<file path="config.mk">
export PLATFORM = sky130hd
export DESIGN_NAME = disp_scroll_ctrl_flat
export DESIGN_NICKNAME = d
export VERILOG_FILES = /design/src/rtl/disp_scroll_ctrl_pkg.sv /design/src/rtl/disp_scroll_ctrl_if.sv /design/src/rtl/disp_scroll_ctrl_refresh_timer.sv /design/src/rtl/disp_scroll_ctrl.sv /design/src/flat_wrapper.sv
export SDC_FILE = /design/constraint.sdc
export NUM_CORES = 1
export LEC_CHECK = 0
export CAP_MARGIN = 20
export CORE_MARGIN = 2
export CORE_UTILIZATION = 40
export CTS_CLUSTER_SIZE = 25
export DETAILED_ROUTE_END_ITERATION = 8
export GPL_TIMING_DRIVEN = 0
export HOLD_SLACK_MARGIN = 0.06
export SYNTH_ARGS = -nofsm -noshare
export SYNTH_HDL_FRONTEND = slang
export SYNTH_SLANG_ARGS = --single-unit
</file>
<file path="constraint.sdc">
create_clock -name clk -period 11.2 [get_ports clk]
set_clock_uncertainty 0.05 [all_clocks]
set_input_delay 2.24 -clock clk [delete_from_list [all_inputs] [get_ports clk]]
set_output_delay 2.24 -clock clk [all_outputs]
set_load 0.005 [all_outputs]
</file>
<file path="src/rtl/disp_scroll_ctrl_pkg.sv">
// Shared constants and types for the 4-digit scrolling display source.
// Optional feature macro: DISP_SCROLL_DIR_EN (adds scroll_dir to the interface).
package disp_pkg;

  localparam int unsigned CHAR_W           = 4;
  localparam int unsigned NUM_DIGITS       = 4;
  localparam int unsigned MSG_AW           = 4;
  localparam int unsigned PHASES_PER_DIGIT = 4;
  localparam int unsigned PHASE_W          = 4;

  typedef logic [CHAR_W-1:0] char_t;
  typedef char_t [(2**MSG_AW)-1:0] msg_t;

  // Entry i holds character i after reset.
  localparam msg_t RESET_MSG = 64'hFEDC_BA98_7654_3210;

  typedef enum logic {
    DIR_FWD = 1'b0,
    DIR_REV = 1'b1
  } scroll_dir_e;

endpackage

</file>
<file path="src/rtl/disp_scroll_ctrl_if.sv">
// Message-write, scroll-control and display-output bundle of disp_scroll_ctrl.
// Optional feature macro: DISP_SCROLL_DIR_EN (adds scroll_dir).
interface disp_scroll_ctrl_if;
  import disp_pkg::*;

  logic                 msg_wr_en;
  logic [MSG_AW-1:0]    msg_wr_addr;
  char_t                msg_wr_data;
  logic                 scroll_en;
  logic                 step_req;
`ifdef DISP_SCROLL_DIR_EN
  logic                 scroll_dir;
`endif
  logic [PHASE_W-1:0]   count;
  char_t                char_A3;
  char_t                char_A2;
  char_t                char_A1;
  char_t                char_A0;
  logic                 frame_tick;
  logic [MSG_AW-1:0]    head_ptr;

  modport master (
    output msg_wr_en, msg_wr_addr, msg_wr_data, scroll_en, step_req,
`ifdef DISP_SCROLL_DIR_EN
    output scroll_dir,
`endif
    input  count, char_A3, char_A2, char_A1, char_A0, frame_tick, head_ptr
  );

  modport slave (
    input  msg_wr_en, msg_wr_addr, msg_wr_data, scroll_en, step_req,
`ifdef DISP_SCROLL_DIR_EN
    input  scroll_dir,
`endif
    output count, char_A3, char_A2, char_A1, char_A0, frame_tick, head_ptr
  );

endinterface

</file>
<file path="src/rtl/disp_scroll_ctrl_refresh_timer.sv">
// Refresh phase generator: prescaler, 16-phase count and end-of-frame pulse.
module disp_refresh_timer
  import disp_pkg::*;
#(
  parameter int unsigned REFRESH_DIV = 2500
) (
  input  logic               clk,
  input  logic               reset,
  output logic [PHASE_W-1:0] count,
  output logic               frame_tick
);

  localparam int unsigned PW = (REFRESH_DIV > 1) ? $clog2(REFRESH_DIV) : 1;
  localparam logic [PW-1:0] PRE_LAST = PW'(REFRESH_DIV - 1);

  logic [PW-1:0] prescaler;
  logic          phase_end;

  assign phase_end = (prescaler == PRE_LAST);

  always_ff @(posedge clk) begin
    if (reset) begin
      prescaler  <= '0;
      count      <= '0;
      frame_tick <= 1'b0;
    end else begin
      // Registered so the pulse lines up with the cycle count reads 0 again.
      frame_tick <= phase_end && (count == '1);
      if (phase_end) begin
        prescaler <= '0;
        count     <= count + 1'b1;
      end else begin
        prescaler <= prescaler + 1'b1;
      end
    end
  end

endmodule

</file>
<file path="src/rtl/disp_scroll_ctrl.sv">
// Scrolling message source for the 4-digit multiplexed display.
// Optional feature macro: DISP_SCROLL_DIR_EN (scroll_dir selects +1/-1 head steps).
module disp_scroll_ctrl
  import disp_pkg::*;
#(
  parameter int unsigned REFRESH_DIV   = 2500,
  parameter int unsigned SCROLL_FRAMES = 1500,
  parameter int unsigned MSG_LEN       = 16
) (
  input logic               clk,
  input logic               reset,
  disp_scroll_ctrl_if.slave bus
);

  localparam int unsigned FCW = (SCROLL_FRAMES > 1) ? $clog2(SCROLL_FRAMES) : 1;
  localparam logic [FCW-1:0] FC_LAST = FCW'(SCROLL_FRAMES - 1);

  logic [PHASE_W-1:0] count;
  logic               frame_tick;
  char_t              message [MSG_LEN];
  logic [FCW-1:0]     frame_cnt;
  logic [MSG_AW-1:0]  head_ptr;
  logic [MSG_AW-1:0]  head_next;
  logic [MSG_AW-1:0]  head_step;
  logic               step_pending;
  logic               advance;
  char_t              snap   [NUM_DIGITS];
  char_t              disp_q [NUM_DIGITS];

  disp_refresh_timer #(
    .REFRESH_DIV (REFRESH_DIV)
  ) u_refresh_timer (
    .clk        (clk),
    .reset      (reset),
    .count      (count),
    .frame_tick (frame_tick)
  );

  always_comb begin
    head_step = MSG_AW'(1);
`ifdef DISP_SCROLL_DIR_EN
    if (scroll_dir_e'(bus.scroll_dir) == DIR_REV) head_step = '1;
`endif
    advance   = frame_tick && (bus.scroll_en ? (frame_cnt == FC_LAST) : step_pending);
    head_next = advance ? (head_ptr + head_step) : head_ptr;
    // Snapshot reads the pre-write array, so a same-cycle write shows next frame.
    for (int unsigned k = 0; k < NUM_DIGITS; k++) begin
      snap[k] = message[head_next + MSG_AW'(k)];
    end
  end

  always_ff @(posedge clk) begin
    if (reset) begin
      for (int unsigned i = 0; i < MSG_LEN; i++) begin
        message[MSG_AW'(i)] <= RESET_MSG[MSG_AW'(i)];
      end
      for (int unsigned k = 0; k < NUM_DIGITS; k++) begin
        disp_q[k] <= RESET_MSG[MSG_AW'(k)];
      end
      frame_cnt    <= '0;
      head_ptr     <= '0;
      step_pending <= 1'b0;
    end else begin
      if (bus.msg_wr_en) message[bus.msg_wr_addr] <= bus.msg_wr_data;

      if (frame_tick && bus.scroll_en) begin
        frame_cnt <= (frame_cnt == FC_LAST) ? '0 : frame_cnt + 1'b1;
      end

      // A request arriving on the advance tick itself queues the next step.
      if (bus.step_req && !bus.scroll_en) begin
        step_pending <= 1'b1;
      end else if (advance) begin
        step_pending <= 1'b0;
      end

      head_ptr <= head_next;

      if (frame_tick) begin
        for (int unsigned k = 0; k < NUM_DIGITS; k++) begin
          disp_q[k] <= snap[k];
        end
      end
    end
  end

  assign bus.count      = count;
  assign bus.frame_tick = frame_tick;
  assign bus.head_ptr   = head_ptr;
  assign bus.char_A3    = disp_q[0];
  assign bus.char_A2    = disp_q[1];
  assign bus.char_A1    = disp_q[2];
  assign bus.char_A0    = disp_q[3];

endmodule

</file>
<file path="src/flat_wrapper.sv">
// flat-port wrapper written by rule: the top's interface ports become plain ports
module disp_scroll_ctrl_flat import disp_pkg::*;
#(
  parameter int unsigned REFRESH_DIV   = 2500,
  parameter int unsigned SCROLL_FRAMES = 1500,
  parameter int unsigned MSG_LEN       = 16
)
  (clk, reset, bus_msg_wr_en, bus_msg_wr_addr, bus_msg_wr_data, bus_scroll_en, bus_step_req, bus_count, bus_char_A3, bus_char_A2, bus_char_A1, bus_char_A0, bus_frame_tick, bus_head_ptr);
  disp_scroll_ctrl_if bus_i ();
  input logic clk;
  input logic reset;
  input wire logic [$bits(bus_i.msg_wr_en)-1:0] bus_msg_wr_en;
  input wire logic [$bits(bus_i.msg_wr_addr)-1:0] bus_msg_wr_addr;
  input wire logic [$bits(bus_i.msg_wr_data)-1:0] bus_msg_wr_data;
  input wire logic [$bits(bus_i.scroll_en)-1:0] bus_scroll_en;
  input wire logic [$bits(bus_i.step_req)-1:0] bus_step_req;
  output wire logic [$bits(bus_i.count)-1:0] bus_count;
  output wire logic [$bits(bus_i.char_A3)-1:0] bus_char_A3;
  output wire logic [$bits(bus_i.char_A2)-1:0] bus_char_A2;
  output wire logic [$bits(bus_i.char_A1)-1:0] bus_char_A1;
  output wire logic [$bits(bus_i.char_A0)-1:0] bus_char_A0;
  output wire logic [$bits(bus_i.frame_tick)-1:0] bus_frame_tick;
  output wire logic [$bits(bus_i.head_ptr)-1:0] bus_head_ptr;
  assign bus_i.msg_wr_en = bus_msg_wr_en;
  assign bus_i.msg_wr_addr = bus_msg_wr_addr;
  assign bus_i.msg_wr_data = bus_msg_wr_data;
  assign bus_i.scroll_en = bus_scroll_en;
  assign bus_i.step_req = bus_step_req;
  assign bus_count = bus_i.count;
  assign bus_char_A3 = bus_i.char_A3;
  assign bus_char_A2 = bus_i.char_A2;
  assign bus_char_A1 = bus_i.char_A1;
  assign bus_char_A0 = bus_i.char_A0;
  assign bus_frame_tick = bus_i.frame_tick;
  assign bus_head_ptr = bus_i.head_ptr;
  disp_scroll_ctrl #(.REFRESH_DIV(REFRESH_DIV), .SCROLL_FRAMES(SCROLL_FRAMES), .MSG_LEN(MSG_LEN)) u_core (.clk(clk), .reset(reset), .bus(bus_i));
endmodule
</file>
==> results of run 1 <==
[cell families after synthesis]
kind of cell	count (synthesis)	share of synthesized area (%)
AOI/OAI and AO/OA	231	21.3
xor gates and xnor gates	32	3.74
adders and majority gates	6	0.893
buffers and inverters	92	4.88
DFF	113	36.5
muxes	88	13.8
and+or+nand+nor	295	18.9
[final cells by class]
| type | count | area share [%] |
|---|---|---|
| multi-input combinational | 652 | 50.7 |
| sequential | 113 | 31.5 |
| clock buffer | 17 | 4.38 |
| buffer | 83 | 3.82 |
| timing repair buffer | 37 | 3.81 |
| tap | 275 | 3.54 |
| clock inverter | 15 | 1.87 |
| inverter | 9 | 0.399 |
[flip-flops by register name, indices dropped and copies added (netlist names)]
signal,cells
u_core.u_refresh_timer.count,4
u_core.u_refresh_timer.prescaler,12
u_core.disp_q,16
u_core.frame_cnt,11
u_core.message,64
u_core.step_pending,1
u_core.bus.head_ptr,4
u_core.u_refresh_timer.frame_tick,1
[report_power, final]
| group | leakage [nW] | switching, mW | total (mW) | internal, mW |
|---|---|---|---|---|
| clock | 0.286 | 0.223 | 0.575 | 0.352 |
| combinational | 1.86 | 0.0458 | 0.0813 | 0.0356 |
| sequential | 1.04 | 0.0309 | 0.495 | 0.464 |
| total | 3.19 | 0.300 | 1.15 | 0.851 |
[synth_stat cells, types with 9 or more instances]
cell type,instances
o22ai_1,35
nand3_1,23
a21oi_1,11
edfxtp_1,80
a22oi_1,12
nand2b_1,13
nor2_1,68
or3_1,32
nor3_1,23
dfxtp_1,33
xnor2_1,11
o221ai_1,31
a211oi_1,9
and2_1,34
xor2_1,18
or2_2,17
mux4_2,22
o21ai_0,23
clkbuf_1,52
nand2_1,46
buf_2,18
mux2i_1,60
a221oi_1,59
[per-layer routing]
| layer | up-vias | GRT usage [%] | part of all wire [%] |
|---|---|---|---|
| met2 | 557 | 42.5 | 43 |
| met1 | 3848 | 39.1 | 41 |
| met3 | 119 | 6.54 | 10 |
| met5 | - | 0 | 0 |
| met4 | 0 | 16.8 | 5.6 |
| li1 | 3495 | - | - |
[through the flow]
stage | power [mW] | util [%] | setup slack, ns
after floorplan | 0.538 | - | 6.07
after global placement | 0.580 | 43.8 | 4.08
after detailed placement | 0.581 | 43.8 | 4.16
after CTS | 1.15 | 46.7 | 4.58
after global routing | 1.18 | 46.7 | 4.14
final | 1.15 | 46.7 | 4.38
[final timing paths]
kind                                       start                                  end  slack, ns  cells past startpoint
max                                bus_scroll_en                  u_core.disp_q[2][1]       4.38                     14
min          u_core.u_refresh_timer.prescaler[0]  u_core.u_refresh_timer.prescaler[0]       0.42                      1
max reg2reg    u_core.u_refresh_timer.frame_tick                  u_core.disp_q[2][1]       6.19                     13
min reg2reg  u_core.u_refresh_timer.prescaler[0]  u_core.u_refresh_timer.prescaler[0]       0.42                      1
[placed cells by master, fill, tap and decap left out, types with 13 or more instances in the layout]
master	n
clkdlybuf4s50_1	37
nand2b_1	13
nor2_1	68
nor3_1	23
and2_1	34
o21ai_0	23
edfxtp_1	80
clkbuf_1	52
a221oi_1	59
nand2_1	46
o221ai_1	31
or3_1	32
dfxtp_1	33
or2_2	17
o22ai_1	35
mux2i_1	60
nand3_1	23
xor2_1	18
clkbuf_16	17
mux4_2	22
buf_2	18
==> run_summary.xml, run 1 <==
<?xml version="1.0" encoding="UTF-8"?>
<metrics>
  <group name="timing">
    <metric name="clock.fmax" unit="MHz">147</metric>
    <metric name="worst-slew-pin-transition" unit="ns">0.852</metric>
    <metric name="period_needed" unit="ns">6.82</metric>
    <metric name="grt_setup_unrepaired" unit="">false</metric>
    <metric name="sum_of_negative_setup_slack" unit="ns">0</metric>
    <metric name="finalHoldViolCount" unit="">0</metric>
    <metric name="report.final.setup_viol" unit="">0</metric>
    <metric name="hold-worst-slack" unit="ns">0.417</metric>
    <metric name="layout_worst_path_cycle_share" unit="%">60.9</metric>
    <metric name="slew_headroom" unit="%">43.2</metric>
    <metric name="final-max-slew-violation-count" unit="">0</metric>
  </group>
  <group name="layout">
    <metric name="area_used_by_multi_input_combinational_logic" unit="sq um">4930</metric>
    <metric name="area.sequential" unit="sq um">3060</metric>
    <metric name="area_overhead_vs_synth" unit="%">15.7</metric>
    <metric name="fin_area" unit="sq um">9720</metric>
    <metric name="num_antenna_cells" unit="">0</metric>
    <metric name="num-nets-final" unit="">932</metric>
    <metric name="layoutNonFillerInstCount" unit="">1201</metric>
    <metric name="fill_cells" unit="">2019</metric>
    <metric name="layout-drive-gt1-share" unit="%">13.4</metric>
  </group>
  <group name="placed_design">
    <metric name="placement.cell_area" unit="sq um">9120</metric>
    <metric name="weighted_congestion_reported_at_the_end_of_routability_driven_placement" unit="">1.01</metric>
    <metric name="dp_cells" unit="">1169</metric>
    <metric name="dpl.hpwl" unit="mm">23.0</metric>
    <metric name="io_buffers" unit="">37</metric>
  </group>
  <group name="setup_path">
    <metric name="max_stage_delay_cell_worst_path" unit="">buf_1</metric>
    <metric name="gate_family_responsible_for_the_most_delay_along_the_worst_path" unit="">buffers and inverters</metric>
    <metric name="critical_path.n_buffers_inverters" unit="">5</metric>
    <metric name="cp_data_required_time" unit="ns">11.32</metric>
    <metric name="max_stage_delay" unit="ns">0.70</metric>
    <metric name="timing.critical_path.cells" unit="">clkdlybuf4s50_1, nand3b_1, and2_1, and2_1, clkbuf_1, nor2_2, buf_1, ha_1, buf_1, inv_1, o2111ai_1, nor3_1, a21oi_1, a311o_1</metric>
    <metric name="cp-start-kind" unit="">input pin</metric>
    <metric name="crit_arrival" unit="ns">6.94</metric>
    <metric name="critPathCaptureType" unit="">flip-flop</metric>
    <metric name="crit_path_max_fanout" unit="">10</metric>
    <metric name="worstSetupPathType" unit="">input pin to flip-flop</metric>
  </group>
  <group name="logic_synthesis">
    <metric name="post_synth_inst_count" unit="">857</metric>
    <metric name="synthesis.area" unit="sq um">8400</metric>
    <metric name="synth_async_sr_flop_share" unit="%">0</metric>
    <metric name="synth.yosys.seq_area_share" unit="%">36.5</metric>
    <metric name="synth_edf_count" unit="">80</metric>
    <metric name="area_leader_netlist" unit="">edfxtp_1</metric>
    <metric name="synth_cell_type_count" unit="">81</metric>
    <metric name="postSynth.topFlopCell" unit="">edfxtp_1</metric>
    <metric name="post-synth-top-area-fraction" unit="%">28.6</metric>
    <metric name="synthesis.area_per_instance" unit="sq um">9.80</metric>
    <metric name="synth.net_count" unit="">876</metric>
    <metric name="synthTopCellsByArea" unit="">edfxtp_1, dfxtp_1, mux2i_1</metric>
    <metric name="synth_seq_cells" unit="">113</metric>
    <metric name="synth.yosys.warnings" unit="">0</metric>
  </group>
  <group name="routing">
    <metric name="via_per_inst" unit="">6.68</metric>
    <metric name="postRouteAntennaNets" unit="">0</metric>
    <metric name="drt-wirelength-per-cell" unit="microns">26.0</metric>
    <metric name="drt_first_iter_violations" unit="">978</metric>
    <metric name="vias" unit="">8019</metric>
    <metric name="drt_wl_total" unit="mm">31.2</metric>
    <metric name="remaining_drc_errors" unit="">0</metric>
    <metric name="drtPass1Iterations" unit="">7</metric>
  </group>
  <group name="clock_tree">
    <metric name="cts.repair.resized" unit="">0</metric>
    <metric name="cts_sinks" unit="">113</metric>
    <metric name="holdBufCountCts" unit="">0</metric>
    <metric name="tritoncts_clock_tree" unit="">built</metric>
    <metric name="clk-insertion-delay-late" unit="ns">0.44</metric>
    <metric name="cts.root.buffer_cell" unit="">clkbuf_16</metric>
    <metric name="clk_path_buf_depth" unit="">2</metric>
    <metric name="tritoncts.num_buffers" unit="">17</metric>
    <metric name="ctsHtreeMaxLevel" unit="">4</metric>
    <metric name="cts_post_setup_buffers_inserted" unit="">0</metric>
    <metric name="worst_setup_hold_path_clk_slew" unit="ns">0.06</metric>
  </group>
  <group name="global_route">
    <metric name="grt_pass1_wl" unit="mm">47.2</metric>
    <metric name="global_route_usage_sum" unit="%">28.9</metric>
    <metric name="overflow" unit="">0</metric>
    <metric name="initial_antenna_violation_count" unit="">0</metric>
    <metric name="number_of_global_route_vias_before_repair" unit="">7520</metric>
    <metric name="grt_start_max_net_pins" unit="">17</metric>
  </group>
  <group name="flow_run">
    <metric name="maxCapViolCount" unit="">0</metric>
  </group>
  <group name="die">
    <metric name="design.portCount" unit="">38</metric>
    <metric name="initial_utilization" unit="%">40.3</metric>
    <metric name="row_count" unit="">53</metric>
    <metric name="overall_die_width" unit="microns">149</metric>
    <metric name="core-area" unit="sq um">20800</metric>
    <metric name="design.die.area" unit="sq um">22200</metric>
    <metric name="dieHeight" unit="microns">149</metric>
  </group>
  <group name="pwr">
    <metric name="vdd.ir_drop.worst" unit="V">0.0000985</metric>
    <metric name="cellPowerDensity" unit="nW/um^2">118</metric>
    <metric name="p_leak" unit="nW">3.19</metric>
  </group>
  <group name="worst_hold_path">
    <metric name="hold_wc_path_type" unit="">flip-flop to flip-flop</metric>
  </group>
  <group name="outcome">
    <metric name="status" unit="">finished clean</metric>
  </group>
</metrics>
Power figures use the tool's default switching activity.
==> inputs of run 2 (changes only) <==
Clock period 11.2 ns to 6.99 ns, I/O delays scaled along.
==> results of run 2 <==
The final DEF is identical to that of run 1. Status: finished clean.
Among the figures that moved: setup slack after placement 4.16 ns -> 0.789 ns; setup slack after layout 4.38 ns -> 1.01 ns; register-to-register setup slack 6.19 ns -> 1.98 ns; total power 1.15 mW -> 1.84 mW; worst IR drop on VDD 0.0000985 V -> 0.000158 V
==> inputs of run 3 (changes only) <==
Settings changed: ABC_AREA set to 1.
==> run_summary.xml, run 3 <==
<?xml version="1.0" encoding="UTF-8"?>
<metrics>
  <group name="logic_synthesis">
    <metric name="synthTopCellsByCount" unit="">nand2_1, nand3_1, nor2_1</metric>
    <metric name="synthesis.area" unit="sq um">6750</metric>
    <metric name="post-synth-top-area-fraction" unit="%">35.6</metric>
    <metric name="postSynth.topFlopCell" unit="">edfxtp_1</metric>
    <metric name="synthTopCellsByArea" unit="">edfxtp_1, nand2_1, dfxtp_1</metric>
    <metric name="synth.yosys.seq_area_share" unit="%">45.4</metric>
    <metric name="synth_cell_type_count" unit="">36</metric>
    <metric name="synth_most_common_cell" unit="">nand2_1</metric>
    <metric name="area_leader_netlist" unit="">edfxtp_1</metric>
    <metric name="synth.yosys.warnings" unit="">0</metric>
    <metric name="synthesis.area_per_instance" unit="sq um">7.15</metric>
    <metric name="synth_edf_count" unit="">80</metric>
    <metric name="synth.net_count" unit="">962</metric>
    <metric name="synth_seq_cells" unit="">113</metric>
    <metric name="post_synth_inst_count" unit="">943</metric>
    <metric name="synth_async_sr_flop_share" unit="%">0</metric>
  </group>
  <group name="pwr">
    <metric name="p_leak" unit="nW">3.38</metric>
    <metric name="power.sequential.fraction" unit="%">43.0</metric>
    <metric name="power_switching" unit="mW">0.411</metric>
    <metric name="power_frac_comb" unit="%">6.2</metric>
    <metric name="cellPowerDensity" unit="nW/um^2">221</metric>
    <metric name="swShare" unit="%">23.3</metric>
    <metric name="clock_power_share" unit="%">50.8</metric>
    <metric name="vdd.ir_drop.worst" unit="V">0.000166</metric>
    <metric name="p_int" unit="mW">1.36</metric>
  </group>
  <group name="clock_tree">
    <metric name="ctsHtreeMaxLevel" unit="">4</metric>
    <metric name="holdBufCountCts" unit="">0</metric>
    <metric name="worst_setup_hold_path_clk_slew" unit="ns">0.06</metric>
    <metric name="cts_sinks" unit="">113</metric>
    <metric name="clk_path_buf_depth" unit="">2</metric>
    <metric name="tritoncts_clock_tree" unit="">built</metric>
    <metric name="tritoncts.num_buffers" unit="">17</metric>
    <metric name="cts_post_setup_buffers_inserted" unit="">0</metric>
    <metric name="clk-insertion-delay-late" unit="ns">0.42</metric>
    <metric name="cts.repair.resized" unit="">0</metric>
    <metric name="cts.root.buffer_cell" unit="">clkbuf_16</metric>
  </group>
  <group name="die">
    <metric name="dieHeight" unit="microns">134</metric>
    <metric name="design.die.area" unit="sq um">17900</metric>
    <metric name="design.portCount" unit="">38</metric>
    <metric name="initial_utilization" unit="%">40.8</metric>
    <metric name="row_count" unit="">47</metric>
    <metric name="core-area" unit="sq um">16500</metric>
    <metric name="overall_die_width" unit="microns">134</metric>
  </group>
  <group name="timing">
    <metric name="worst-slew-pin-transition" unit="ns">0.762</metric>
    <metric name="grt_setup_unrepaired" unit="">false</metric>
    <metric name="period_needed" unit="ns">4.65</metric>
    <metric name="worst_slack" unit="ns">2.34</metric>
    <metric name="report.final.setup_viol" unit="">0</metric>
    <metric name="slew_headroom" unit="%">48.6</metric>
    <metric name="clock.fmax" unit="MHz">215</metric>
    <metric name="finalHoldViolCount" unit="">0</metric>
    <metric name="layout_worst_path_cycle_share" unit="%">66.6</metric>
    <metric name="sum_of_negative_setup_slack" unit="ns">0</metric>
    <metric name="final-max-slew-violation-count" unit="">0</metric>
    <metric name="hold-worst-slack" unit="ns">0.398</metric>
  </group>
  <group name="setup_path">
    <metric name="cp_data_required_time" unit="ns">7.21</metric>
    <metric name="max_stage_delay" unit="ns">0.55</metric>
    <metric name="crit_arrival" unit="ns">4.87</metric>
    <metric name="critPathCaptureType" unit="">flip-flop</metric>
    <metric name="r2r-end" unit="">u_core.disp_q[1][2]</metric>
    <metric name="setup.worst_path.end" unit="">u_core.disp_q[1][2]</metric>
    <metric name="worstSetupPathType" unit="">input pin to flip-flop</metric>
    <metric name="max_stage_delay_cell_worst_path" unit="">clkdlybuf4s50_1</metric>
    <metric name="timing.reg2reg.setup_slack" unit="ns">3.37</metric>
    <metric name="worstSetupStartpoint" unit="">bus_scroll_en</metric>
    <metric name="path_common_cell" unit="">nand2_1</metric>
    <metric name="r2r-start" unit="">u_core.frame_cnt[0]</metric>
    <metric name="crit_path_max_fanout" unit="">10</metric>
    <metric name="timing.critical_path.cells" unit="">clkdlybuf4s50_1, nand2_2, nor2_2, nand3_4, nand2_4, nand2_1, nand2_1, buf_2, buf_2, ha_1, clkbuf_1, clkinv_1, clkbuf_1, nand2_1, nand3_1, nand3_1, nand2_1, nor2_1</metric>
    <metric name="worst_r2r_path_depth" unit="">18</metric>
    <metric name="cp-start-kind" unit="">input pin</metric>
  </group>
  <group name="global_route">
    <metric name="met2_usage" unit="%">34.5</metric>
    <metric name="global_route_usage_sum" unit="%">23.6</metric>
    <metric name="number_of_global_route_vias_before_repair" unit="">5670</metric>
    <metric name="initial_antenna_violation_count" unit="">0</metric>
    <metric name="overflow" unit="">0</metric>
    <metric name="grtUsageMet3" unit="%">5.48</metric>
    <metric name="groute.layer.met1.usage" unit="%">33.7</metric>
    <metric name="grt_start_max_net_pins" unit="">17</metric>
    <metric name="grt_pass1_wl" unit="mm">31.8</metric>
    <metric name="peak_usage_layer_in_the_global_routing_report" unit="">met2</metric>
  </group>
  <group name="worst_hold_path">
    <metric name="hold_wc_path_type" unit="">flip-flop to flip-flop</metric>
  </group>
  <group name="flow_run">
    <metric name="maxCapViolCount" unit="">0</metric>
  </group>
  <group name="placed_design">
    <metric name="place_ws" unit="ns">1.96</metric>
    <metric name="weighted_congestion_reported_at_the_end_of_routability_driven_placement" unit="">1.01</metric>
    <metric name="dpl.hpwl" unit="mm">15.5</metric>
    <metric name="io_buffers" unit="">36</metric>
  </group>
  <group name="layout">
    <metric name="layout-drive-gt1-share" unit="%">7.12</metric>
    <metric name="commonest_cells_after_routing_fill_and_taps_aside" unit="">nand2_1, nor2_1, nand3_1</metric>
    <metric name="mostFrequentLayoutCell" unit="">nand2_1</metric>
    <metric name="area_overhead_vs_synth" unit="%">18.6</metric>
    <metric name="num-nets-final" unit="">1017</metric>
    <metric name="largest_reg_flops" unit="">64</metric>
    <metric name="fill_cells" unit="">1660</metric>
    <metric name="biggestRegsByFlops" unit="">u_core.message x64, u_core.disp_q x16, u_core.u_refresh_timer.prescaler x12</metric>
    <metric name="num_antenna_cells" unit="">0</metric>
    <metric name="top_register" unit="">u_core.message</metric>
  </group>
  <group name="routing">
    <metric name="vias" unit="">6379</metric>
    <metric name="postRouteAntennaNets" unit="">0</metric>
    <metric name="drt_wl_total" unit="mm">20.4</metric>
    <metric name="via_per_inst" unit="">5.18</metric>
    <metric name="drt_first_iter_violations" unit="">693</metric>
    <metric name="drt-wirelength-per-cell" unit="microns">16.6</metric>
    <metric name="remaining_drc_errors" unit="">0</metric>
    <metric name="drtPass1Iterations" unit="">7</metric>
  </group>
  <group name="outcome">
    <metric name="status" unit="">finished clean</metric>
  </group>
</metrics>
==> run 3: kinds of logic after synthesis <==
| group | count (synthesis) | share of synthesized area [%] |
|---|---|---|
| buf+inv | 140 | 8.87 |
| xor+xnor | 10 | 1.63 |
| flops | 113 | 45.4 |
| fa+ha+maj | 6 | 1.11 |
| simple gates | 608 | 37.9 |
| compound gates | 66 | 5.10 |
==> run 3: power by group through the flow <==
stage               Combinational [mW]  Sequential [mW]  Clock, mW
floorplan                       0.0646            0.766          0
global placement                 0.108            0.773          0
detailed placement               0.108            0.774          0
CTS                              0.108            0.760      0.906
global route                     0.122            0.763      0.938
finish                           0.110            0.760      0.898
==> run 3: critical path: cells and delay by family <==
family / cells / cell delay [ns]
simple gates: 11 / 1.27
buf+inv: 6 / 2.03
fa+ha+maj: 1 / 0.17
==> run 3: how the worst min path moves through the flow <==
| stage | start | end | slack [ns] | depth (start not counted) |
|---|---|---|---|---|
| floorplan | u_core.u_refresh_timer.prescaler[0] | u_core.u_refresh_timer.prescaler[0] | 0.37 | 1 |
| global route | u_core.u_refresh_timer.count[3] | u_core.u_refresh_timer.frame_tick | 0.43 | 2 |
| global placement | u_core.u_refresh_timer.prescaler[0] | u_core.u_refresh_timer.prescaler[0] | 0.38 | 1 |
| finish | u_core.u_refresh_timer.count[3] | u_core.u_refresh_timer.frame_tick | 0.40 | 2 |
| CTS | u_core.u_refresh_timer.count[3] | u_core.u_refresh_timer.frame_tick | 0.40 | 2 |
| detailed placement | u_core.u_refresh_timer.prescaler[0] | u_core.u_refresh_timer.prescaler[0] | 0.39 | 1 |
==> run 3: per-layer routing <==
layer,up-vias,part of all wire (%)
met5,-,0
met4,0,3.4
met3,51,7.6
met2,280,43
met1,2906,46
li1,3142,-
==> run 3: metrics by stage <==
step | instance area, sq um | cells | total power [mW] | util, %
2_1_floorplan | 6750 | 943 | 0.830 | -
3_3_place_gp | 7380 | 1199 | 0.881 | 44.7
3_5_place_dp | 7380 | 1199 | 0.881 | 44.7
4_1_cts | 8000 | 1231 | 1.77 | 48.4
5_1_grt | 8000 | 1231 | 1.82 | 48.4
6_report | 8000 | 1231 | 1.77 | 48.4
==> run 3: final cells by class <==
type	instances	area (sq um)	area share (%)
multi-input combinational	690	3080	38.6
tap	220	275	3.44
clock buffer	22	497	6.21
buffer	36	208	2.60
sequential	113	3060	38.3
clock inverter	10	120	1.50
timing repair buffer	36	360	4.51
inverter	104	390	4.88
